File: src/rtl/uart_tx_arbiter.sv
// Two-requester packet arbiter feeding one UART transmitter through a single output register.
// Ownership is held for a whole packet; an idle lock is broken after LOCK_TIMEOUT empty cycles.
module uart_tx_arbiter #(
  parameter int DW           = 8,
  parameter int LOCK_TIMEOUT = 255
) (
  input  logic            clk,
  input  logic            rst_n,
  input  logic [1:0]      req_valid,
  input  logic [2*DW-1:0] req_data,
  input  logic [1:0]      req_last,
  output logic [1:0]      req_ready,
  output logic            tx_valid,
  output logic [DW-1:0]   tx_data,
  input  logic            tx_ready,
  output logic [1:0]      grant,
  output logic            timeout_pulse
);

  localparam logic [1:0]  IDLE       = 2'd0;
  localparam logic [1:0]  GRANT0     = 2'd1;
  localparam logic [1:0]  GRANT1     = 2'd2;
  // Release fires on the cycle that would bring the idle count up to LOCK_TIMEOUT.
  localparam logic [15:0] IDLE_LIMIT = 16'(LOCK_TIMEOUT - 1);

  logic [1:0]    state_reg, state_next;
  logic          ptr_reg, ptr_next;
  logic [15:0]   idle_cnt_reg, idle_cnt_next;
  logic          timeout_reg, timeout_next;
  logic          tx_valid_reg;
  logic [DW-1:0] tx_data_reg;

  logic          granted;
  logic          owner;
  logic          out_free;
  logic          owner_valid;
  logic          owner_last;
  logic          owner_accept;
  logic          idle_hit;
  logic [DW-1:0] owner_data;

  assign granted      = (state_reg == GRANT0) || (state_reg == GRANT1);
  assign owner        = (state_reg == GRANT1);
  assign out_free     = !tx_valid_reg || tx_ready;
  assign owner_valid  = granted && req_valid[owner];
  assign owner_last   = req_last[owner];
  assign owner_accept = owner_valid && out_free;
  assign owner_data   = owner ? req_data[2*DW-1:DW] : req_data[DW-1:0];
  assign idle_hit     = granted && !owner_valid && (idle_cnt_reg == IDLE_LIMIT);

  generate
    for (genvar gi = 0; gi < 2; gi++) begin : g_req
      assign req_ready[gi] = granted && (owner == 1'(gi)) && out_free;
      assign grant[gi]     = (state_reg == ((gi == 0) ? GRANT0 : GRANT1));
    end
  endgenerate

  always_comb begin
    state_next    = state_reg;
    ptr_next      = ptr_reg;
    idle_cnt_next = idle_cnt_reg;
    timeout_next  = 1'b0;
    case (state_reg)
      IDLE: begin
        idle_cnt_next = '0;
        if (req_valid == 2'b01)      state_next = GRANT0;
        else if (req_valid == 2'b10) state_next = GRANT1;
        else if (req_valid == 2'b11) state_next = ptr_reg ? GRANT1 : GRANT0;
      end
      GRANT0, GRANT1: begin
        if (owner_accept) begin
          idle_cnt_next = '0;
          if (owner_last) begin
            state_next = IDLE;
            ptr_next   = !owner;
          end
        end else if (!owner_valid) begin
          if (idle_hit) begin
            state_next    = IDLE;
            ptr_next      = !owner;
            timeout_next  = 1'b1;
            idle_cnt_next = '0;
          end else begin
            idle_cnt_next = idle_cnt_reg + 16'd1;
          end
        end
      end
      default: state_next = IDLE;
    endcase
  end

  always_ff @(posedge clk or negedge rst_n) begin
    if (!rst_n) begin
      state_reg    <= IDLE;
      ptr_reg      <= 1'b0;
      idle_cnt_reg <= '0;
      timeout_reg  <= 1'b0;
    end else begin
      state_reg    <= state_next;
      ptr_reg      <= ptr_next;
      idle_cnt_reg <= idle_cnt_next;
      timeout_reg  <= timeout_next;
    end
  end

  // A pending byte survives a release; only a new accept or a drain changes it.
  always_ff @(posedge clk or negedge rst_n) begin
    if (!rst_n) begin
      tx_valid_reg <= 1'b0;
      tx_data_reg  <= '0;
    end else if (owner_accept) begin
      tx_valid_reg <= 1'b1;
      tx_data_reg  <= owner_data;
    end else if (tx_ready) begin
      tx_valid_reg <= 1'b0;
    end
  end

  assign tx_valid      = tx_valid_reg;
  assign tx_data       = tx_data_reg;
  assign timeout_pulse = timeout_reg;

endmodule

File: config.mk
export PLATFORM = sky130hd
export DESIGN_NAME = uart_tx_arbiter
export DESIGN_NICKNAME = d
export VERILOG_FILES = /design/src/rtl/uart_tx_arbiter.sv
export SDC_FILE = /design/constraint.sdc
export NUM_CORES = 1
export LEC_CHECK = 0
export CAP_MARGIN = 10
export CORE_MARGIN = 1.5
export CORE_UTILIZATION = 35
export DETAILED_ROUTE_END_ITERATION = 10
export PLACE_DENSITY = 0.65
export REMOVE_ABC_BUFFERS = 1
export SYNTH_ARGS = -nofsm -noshare
export SYNTH_HDL_FRONTEND = slang
export SYNTH_SLANG_ARGS = --single-unit
export TNS_END_PERCENT = 20
File: constraint.sdc
create_clock -name clk -period 2.7 [get_ports clk]
set_clock_uncertainty 0.1 [all_clocks]
set_input_delay 0.54 -clock clk [delete_from_list [all_inputs] [get_ports clk]]
set_output_delay 0.54 -clock clk [all_outputs]
set_load 0.02 [all_outputs]
### Word level (Yosys, flattened, before mapping)

Index checks and enable logic that the tools add are counted.

* flip-flop bits (word level): 29
* output and inout bits: 14
* input bits: 23

* magnitude comparators: 1
* reduce and logical (&&, ||, !) cells: 21
* bitwise logic cells: 1
* mux-type cells: 28
* eq/ne operators: 12
* add/sub/neg operators: 1

Operators with widths (number)
* 2-to-1 mux 16 bit: 3
* case mux 16 bit (2 select lines): 1
* adder 16 x 1 -> 16 bit (second input constant): 1
* == test 16 x 8 -> 1 bit (second input constant): 1
* 2-to-1 mux 2 bit: 8
* 2-to-1 mux 1 bit: 14
* inequality test 3 bit (second input constant): 3
* logical AND 1 bit: 8
* 2-to-1 mux 8 bit: 1
* AND reduction 4 bit: 2
* == test 2 bit (second input constant): 3
* nonzero test 2 bit: 3
* == test 2 x 1 -> 1 bit (second input constant): 2
* inequality test 4 bit (second input constant): 1
* case mux 2 bit (2 select lines): 1
* zero test 1 bit: 3
* zero test 2 bit: 1
* logical OR 1 bit: 2
* less-than comparator 1 x 2 -> 1 bit (second input constant): 1
* inequality test 2 x 1 -> 1 bit (second input constant): 1
* inequality test 2 bit (second input constant): 1
* AND reduction 2 bit: 1
* OR reduction 2 bit: 1
* NOT 1 bit: 1

### Depth between registers and ports, before layout

Gate-level depths: netlist of the first run.

* depth in word-level cells: 11
* gate-level depth with buffers: 9
* mapped depth without buffers: 7

### Worst setup path after synthesis of the first run

Ideal clock, no wire load.

* kind: flip-flop to flip-flop
* start: reg state_reg[0]
* end: reg idle_cnt_reg[11]
* data arrival time: 2.076 ns
* period minus slack after synthesis: 2.245 ns
* setup time: 0.069 ns
* stages on the path, launching flop included: 9
* setup slack: 0.455 ns
* required time: 2.531 ns
* buffers on the path: 1
* path through: dfrtp_1 > inv_1 > ha_1 > mux2i_4 > nand2_2 > or2_1 > buf_2 > or4_1 > nand3_1

* cells in the longest elaborated chain, start to end: 11
* elaborated cells between the ends (all ways): 19
* those cells by class: 3 x eq/ne; 6 x mux; 10 x reduce/logical

Ends and longest elaborated chain
* from (decl): line 26 `logic [1:0] state_reg, state_next;`
* from (signal assigned): line 99 `state_reg <= state_next;`
* == test 2 bit: line 42, 43, 63
* 2-to-1 mux 1 bit (implied by the code) (2 in a row): line 45 `assign owner_valid = granted && req_valid[owner];`
* logical AND 1 bit: line 45
* zero test 1 bit
* logical AND 1 bit (2 in a row): line 49 `assign idle_hit = granted && !owner_valid && (idle_cnt_reg == IDLE_LIMIT);`
* 2-to-1 mux 16 bit: line 78 `if (idle_hit) begin`
* 2-to-1 mux 16 bit: line 77 `end else if (!owner_valid) begin`
* 2-to-1 mux 16 bit: line 71 `if (owner_accept) begin`
* case mux 16 bit (2 select lines): line 63 `case (state_reg)`
* to (signal assigned): line 101 `idle_cnt_reg <= idle_cnt_next;`
* to (decl): line 28 `logic [15:0] idle_cnt_reg, idle_cnt_next;`

Several ways; a longest one is shown, not always the timed one. The select of a mux whose other input is x is not followed.
A chain may end at the register's enable or synchronous reset.

### Final worst setup path of the first run

* start: in tx_ready
* end: out req_ready[1]

* cells in the longest elaborated chain, start to end: 2

Ends and longest elaborated chain
* from (decl): line 15 `input logic tx_ready,`
* logical OR 1 bit: line 44 `assign out_free = !tx_valid_reg || tx_ready;`
* logical AND 1 bit: line 53 `assign req_ready[gi] = granted && (owner == 1'(gi)) && out_free;`
* to (decl): line 12 `output logic [1:0] req_ready,`

No other way between the ends.

==> results of run 1 <==
cell type report:
cell class	instances	area [um2]	area share
inverters	10	37.5	0.0164
clock inverters	1	5.00	0.00218
repair buffers	43	413	0.180
clock buffers	7	96.3	0.0421
flip-flops and latches	29	726	0.317
well taps	67	83.8	0.0366
multi-input cells	143	930	0.406
logic make-up (layout without fill, tap and decap cells):
| logic type | Yosys count | after routing | synth area share |
|---|---|---|---|
| compound gates | 40 | 40 | 0.144 |
| simple gates | 79 | 79 | 0.232 |
| mux | 14 | 14 | 0.0881 |
| buf+inv | 17 | 61 | 0.0448 |
| flops | 29 | 29 | 0.419 |
| fa+ha+maj | 10 | 10 | 0.0722 |
tightest hold or removal path, cell delays in order, from the launching register on:
cell,delay [ns]
dfrtp_1,0.34
nand2_1,0.04
o21ai_0,0.06
per-stage QoR:
stage	instances	hold WS [ns]	cell area [um2]	utilization	total power [uW]
6_report	300	0.382	2290	0.482	1980
5_1_grt	300	0.409	2290	0.482	2140
4_1_cts	300	0.387	2290	0.482	2000
3_5_place_dp	292	0.372	2190	0.461	1600
3_3_place_gp	292	0.364	2190	0.461	1590
2_1_floorplan	182	0.144	1690	-	1180
synth_stat cells (2+ instances only):
cell type and instances:
ha_1 10, nand4_1 4, or4_1 3, inv_1 10, a21oi_1 8, buf_2 2, or3_1 2, or2_2 2
nand3_1 12, mux2i_1 13, and2_1 3, o311ai_0 3, o211ai_1 4, nor4_1 2, nand2b_1 3, o21ai_0 14
nand2_1 32, nor3_1 3, o22ai_1 3, a211oi_1 2, dfrtp_1 29, nor2_1 5, o31ai_1 2, clkbuf_1 3
metal layers:
metal	up-vias	routed length [um]
met5	-	0
met4	0	75
met3	7	364
met2	55	1520
met1	665	1870
li1	766	-
report_power, final:
part | internal [uW] | switching (uW)
clock | 230 | 168
combinational | 434 | 556
sequential | 531 | 65.4
worst paths after layout:
path                                                end  slack, ns                startpoint  depth (start not counted)
min reg2reg                      tx_data[4]$_DFFE_PN0P_       0.38    tx_data[4]$_DFFE_PN0P_                          2
max                                        req_ready[1]       0.16                  tx_ready                          4
max in group asynchronous   idle_cnt_reg[4]$_DFFE_PN0P_       1.67                     rst_n                          2
max reg2reg                idle_cnt_reg[11]$_DFFE_PN0P_       0.28  state_reg[0]$_DFFE_PN0P_                          7
min                              tx_data[4]$_DFFE_PN0P_       0.38    tx_data[4]$_DFFE_PN0P_                          2
min in group asynchronous        tx_data[2]$_DFFE_PN0P_       0.54                     rst_n                          2
==> impl_results.md, run 1 <==
* Status: finished clean
* Final Cycle Share at 0.940
* Vias in the first global route at 1392
* Area added between synthesis and finish at 32.2%
* Post-CTS Resized at 0
* Crit. End Element: output port
* Post-synth EDFFs at 0
* Setup bufs post-CTS at 0
* Die ar. at 5380 um2
* Fmax achieved at 394 MHz
* CP bufs+invs at 2
* Total GRT Usage at 0.157
* Slew at the pin with the worst max-slew slack at 0.460 ns
* Total gr overflow at 0
* Final setup violating endpoints at 0
* Cell mode on critical path: clkdlybuf4s50_1
* # DRC at 0
* Hold_buf cts at 0
* Synth top area share at 0.419
* Initial antenna violation count at 0
* Met1 Track Usage GR at 0.201
* Register area share after synthesis at 0.419
* Worst-path clk slew at 0.06 ns
* Distinct cells, synth at 39
* Met3 Use GR at 0.0549
* Mapped cell area at 1730 um2
* Most common cell after layout, fill and taps aside: clkdlybuf4s50_1
* Grt met2 use at 0.243
* Global placement routability congestion at 0.820
* Routed WL per cell at 12.8 um
* Largest cells by area after synthesis: dfrtp_1 (42%), mux2i_1 (7.5%), ha_1 (7.2%)
* CP arrival at 1.90 ns
* Worst path required time at 2.06 ns
* Final Max Slew Viols at 0
* Worst-skew pair later-pin latency at 0.29 ns
* Power per cell area at 866 nW/um2
* Clock sinks at 29
* Maximum VDD drop at 0.000329 V
* Die Span Y at 73.4 um
* Synth Warn # at 0
* FFs w/ async S/R, synth at 1.00
* Setup slack after layout at 0.162 ns
* Setup TNS at 0 ns
* Most frequent cells in the layout: clkdlybuf4s50_1 (36), nand2_1 (32), dfrtp_1 (29), o21ai_0 (14), mux2i_1 (13)
* Synth Area per Inst at 9.17 um2
* Hold Path Class: reg -> reg
* Unrepaired setup endpoints after global routing: false
* Critical Path, Cell by Cell: clkdlybuf4s50_1, nand2b_1, and2_1, clkdlybuf4s50_1
* CP Launch Type: primary input
* Min Tclk post-route at 2.54 ns
* I/O pin count at 37
* Vias at 1493
* H-tree Lvls at 2
* Top FF cell, synth: dfrtp_1
* First-pass GRT wire length at 6420 um
* Synth Instances at 189
* Worst-case clock buffer depth at 2
* Initial Util at 0.364
* Slowest-stage cell, CP: clkdlybuf4s50_1
* I/O Buffers at 36
* Critical path class: in -> out
* Max reg flops at 16
* NumNets Final at 265
* Layout cells sized above 1 at 0.0901
* #FFs+latches synth at 29
* Slowest stage delay, CP at 0.59 ns
* Die Span X at 73.4 um
* Final Hold Fails at 0
* ANT cells at 0
* Total CTS buffers at 5
* Detailed Place HPWL at 2870 um
* DR iter-0 viols at 64
* CORE AREA at 4750 um2
* TritonCTS clock tree: done
* Dpl ws at 0.163 ns
* First-pass detailed-route iteration total at 6
* Post-DR vias/cell at 4.98
* Rows at 25
* Largest net degree at the start of global routing at 30
* WL final at 3840 um
* CTS Root Cell: clkbuf_8
* GRT busiest layer: met2
* Post-route ant nets at 0
* Max_cap viols at 0
* Leakage at 0.000952 uW
* Slew headroom at 0.692
* Cell family with most CP delay: buffers and inverters
* CP Max Fanout at 4
* Leading area contributor after synthesis: dfrtp_1
* Filler cell count at 473
Note: power is estimated with default switching activity, not from simulation.
==> inputs of run 2 (changes only) <==
Settings changed: CAP_MARGIN 10 to unset.
==> results of run 2 <==
Final layout, timing and power as in run 1 (identical DEF).
==> inputs of run 3 (changes only) <==
Settings changed: DONT_BUFFER_PORTS set to 1, PLACE_DENSITY 0.65 to 0.55.
==> run 3 against run 2 <==
- largest power group is now registers
- global-route usage shrank 1.3 points
- combinational power shrank 31%
- cell count shrank 13%
- critical endpoint is now idle_cnt_reg[15]$_DFFE_PN0P_
- highest routed layer unchanged
- sequential power grew 15%
- maximum frequency grew 2.4%
==> impl_results.md, run 3 (synthesized netlist as in run 1, its figures left out) <==
* Status: finished clean
* I/O Buffers at 0
* First-pass GRT wire length at 5810 um
* Hold_ws at 0.369 ns
* Critical path class: reg -> reg
* Max_cap viols at 0
* CTS Root Cell: clkbuf_8
* Most common cell after layout, fill and taps aside: nand2_1
* Post-DR vias/cell at 5.31
* Max reg flops at 16
* Post-route ant nets at 0
* Final Cycle Share at 0.918
* Total placed cells including tap cells at 252
* CP arrival at 2.59 ns
* Final Max Slew Viols at 0
* Finished Layout Cells at 262
* NumNets Final at 227
* CP Launch Type: register
* Initial Util at 0.364
* DR iter-0 viols at 73
* Slew headroom at 0.455
* Switch Pwr at 772 uW
* Global placement routability congestion at 0.754
* CORE AREA at 4750 um2
* Seq pwr share at 0.398
* Area added between synthesis and finish at 11.0%
* Fmax achieved at 404 MHz
* Power per cell area at 899 nW/um2
* Largest net degree at the start of global routing at 30
* Routed WL per cell at 13.7 um
* Vias in the first global route at 1282
* Placed cell area at 1800 um2
* Slew at the pin with the worst max-slew slack at 0.817 ns
* P_int at 956 uW
* Hold Path Class: in -> reg
* CP Max Fanout at 8
* Maximum VDD drop at 0.000307 V
* Total GRT Usage at 0.144
* Final Hold Fails at 0
* Worst-case clock buffer depth at 2
* Worst-path clk slew at 0.07 ns
* Sw Ratio at 0.447
* # DRC at 0
* Most frequent cells in the layout: nand2_1 (32), dfrtp_1 (29), o21ai_0 (14), mux2i_1 (13), nand3_1 (12)
* Total power at 1730 uW
* Leakage at 0.000799 uW
* First-pass detailed-route iteration total at 4
* Worst-skew pair later-pin latency at 0.28 ns
* H-tree Lvls at 2
* WL final at 3580 um
* Unrepaired setup endpoints after global routing: false
* I/O pin count at 37
* Total gr overflow at 0
* ANT cells at 0
* Detailed Place HPWL at 2600 um
* Die Span X at 73.4 um
* Layout cells sized above 1 at 0.0923
* Crit. End Element: register
* Clock sinks at 29
* Min Tclk post-route at 2.48 ns
* Setup TNS at 0 ns
* Die Span Y at 73.4 um
* TritonCTS clock tree: done
* Initial antenna violation count at 0
* Rows at 25
* Fin area at 1920 um2
* Clock power frac at 0.204
* Vias at 1390
* Worst path required time at 2.81 ns
* Total CTS buffers at 5
* Comb pwr share at 0.398
* Die ar. at 5380 um2
* Final setup violating endpoints at 0
==> run 3: cell count changes in the layout (fill, tap and decap cells not counted), sizes merged <==
| cell | previous run | this run |
|---|---|---|
| clkbuf | 7 | 5 |
| clkdlybuf4s50 | 36 | 0 |
| dlygate4sd3 | 0 | 1 |
| clkinv | 1 | 2 |
| buf | 7 | 4 |
| clkinvlp | 0 | 1 |
==> run 3: final cells by class <==
type                       count  area [um2]
sequential                    29         726
timing repair buffer           5        52.6
fill                         492        2830
multi-input combinational    143         937
tap                           67        83.8
clock inverter                 3        17.5
clock buffer                   5        68.8
inverter                      10        37.5
==> run 3: final timing paths <==
path	startpoint	endpoint	slack, ns	depth (start not counted)
max in group asynchronous	rst_n	idle_cnt_reg[9]$_DFFE_PN0P_	1.73	2
min in group asynchronous	rst_n	ptr_reg$_DFFE_PN0P_	0.60	2
worst max-delay path	state_reg[0]$_DFFE_PN0P_	idle_cnt_reg[15]$_DFFE_PN0P_	0.22	7
worst min register to register	idle_cnt_reg[8]$_DFFE_PN0P_	idle_cnt_reg[8]$_DFFE_PN0P_	0.41	1
worst max register to register	state_reg[0]$_DFFE_PN0P_	idle_cnt_reg[15]$_DFFE_PN0P_	0.22	7
worst min-delay path	req_data[7]	tx_data[7]$_DFFE_PN0P_	0.37	2
==> run 3: metal layers <==
metal,vias up,share of wire,wire [um],track usage
li1,686,-,-,-
met2,41,0.44,1580,0.227
met4,0,0.010,36,0.0556
met3,5,0.062,223,0.0384
met5,-,0,0,0
met1,658,0.49,1740,0.189
==> run 3: metrics by stage <==
step / worst slack, ns / util
after floorplan: 0.512 / -
after global placement: 0.211 / 0.378
after detailed placement: 0.139 / 0.378
after CTS: 0.134 / 0.403
after global routing: 0.0756 / 0.404
final: 0.222 / 0.404
==> run 3: power groups by stage <==
stage | Clock (uW) | Sequential, uW | Combinational [uW]
after floorplan | 0 | 676 | 503
after global placement | 0 | 696 | 666
after detailed placement | 0 | 697 | 674
after CTS | 370 | 689 | 689
after global routing | 393 | 704 | 771
final | 352 | 688 | 688
==> run 3: what timing repair did <==
action                                  4_1_cts  5_1_grt
endpoints found under the setup margin        0        1
resized for setup                             0        1
hold buffers                                  2        0
endpoints found under the hold margin        29        0
buffers inserted                              0        0
==> run 3: critical path, cell delays in order, from the launching register on <==
cell     delay, ns
dfrtp_1       0.42
inv_1         0.11
ha_1          0.26
mux2i_4       0.37
nand2_2       0.16
or2_1         0.38
or4_1         0.54
nand3_1       0.09
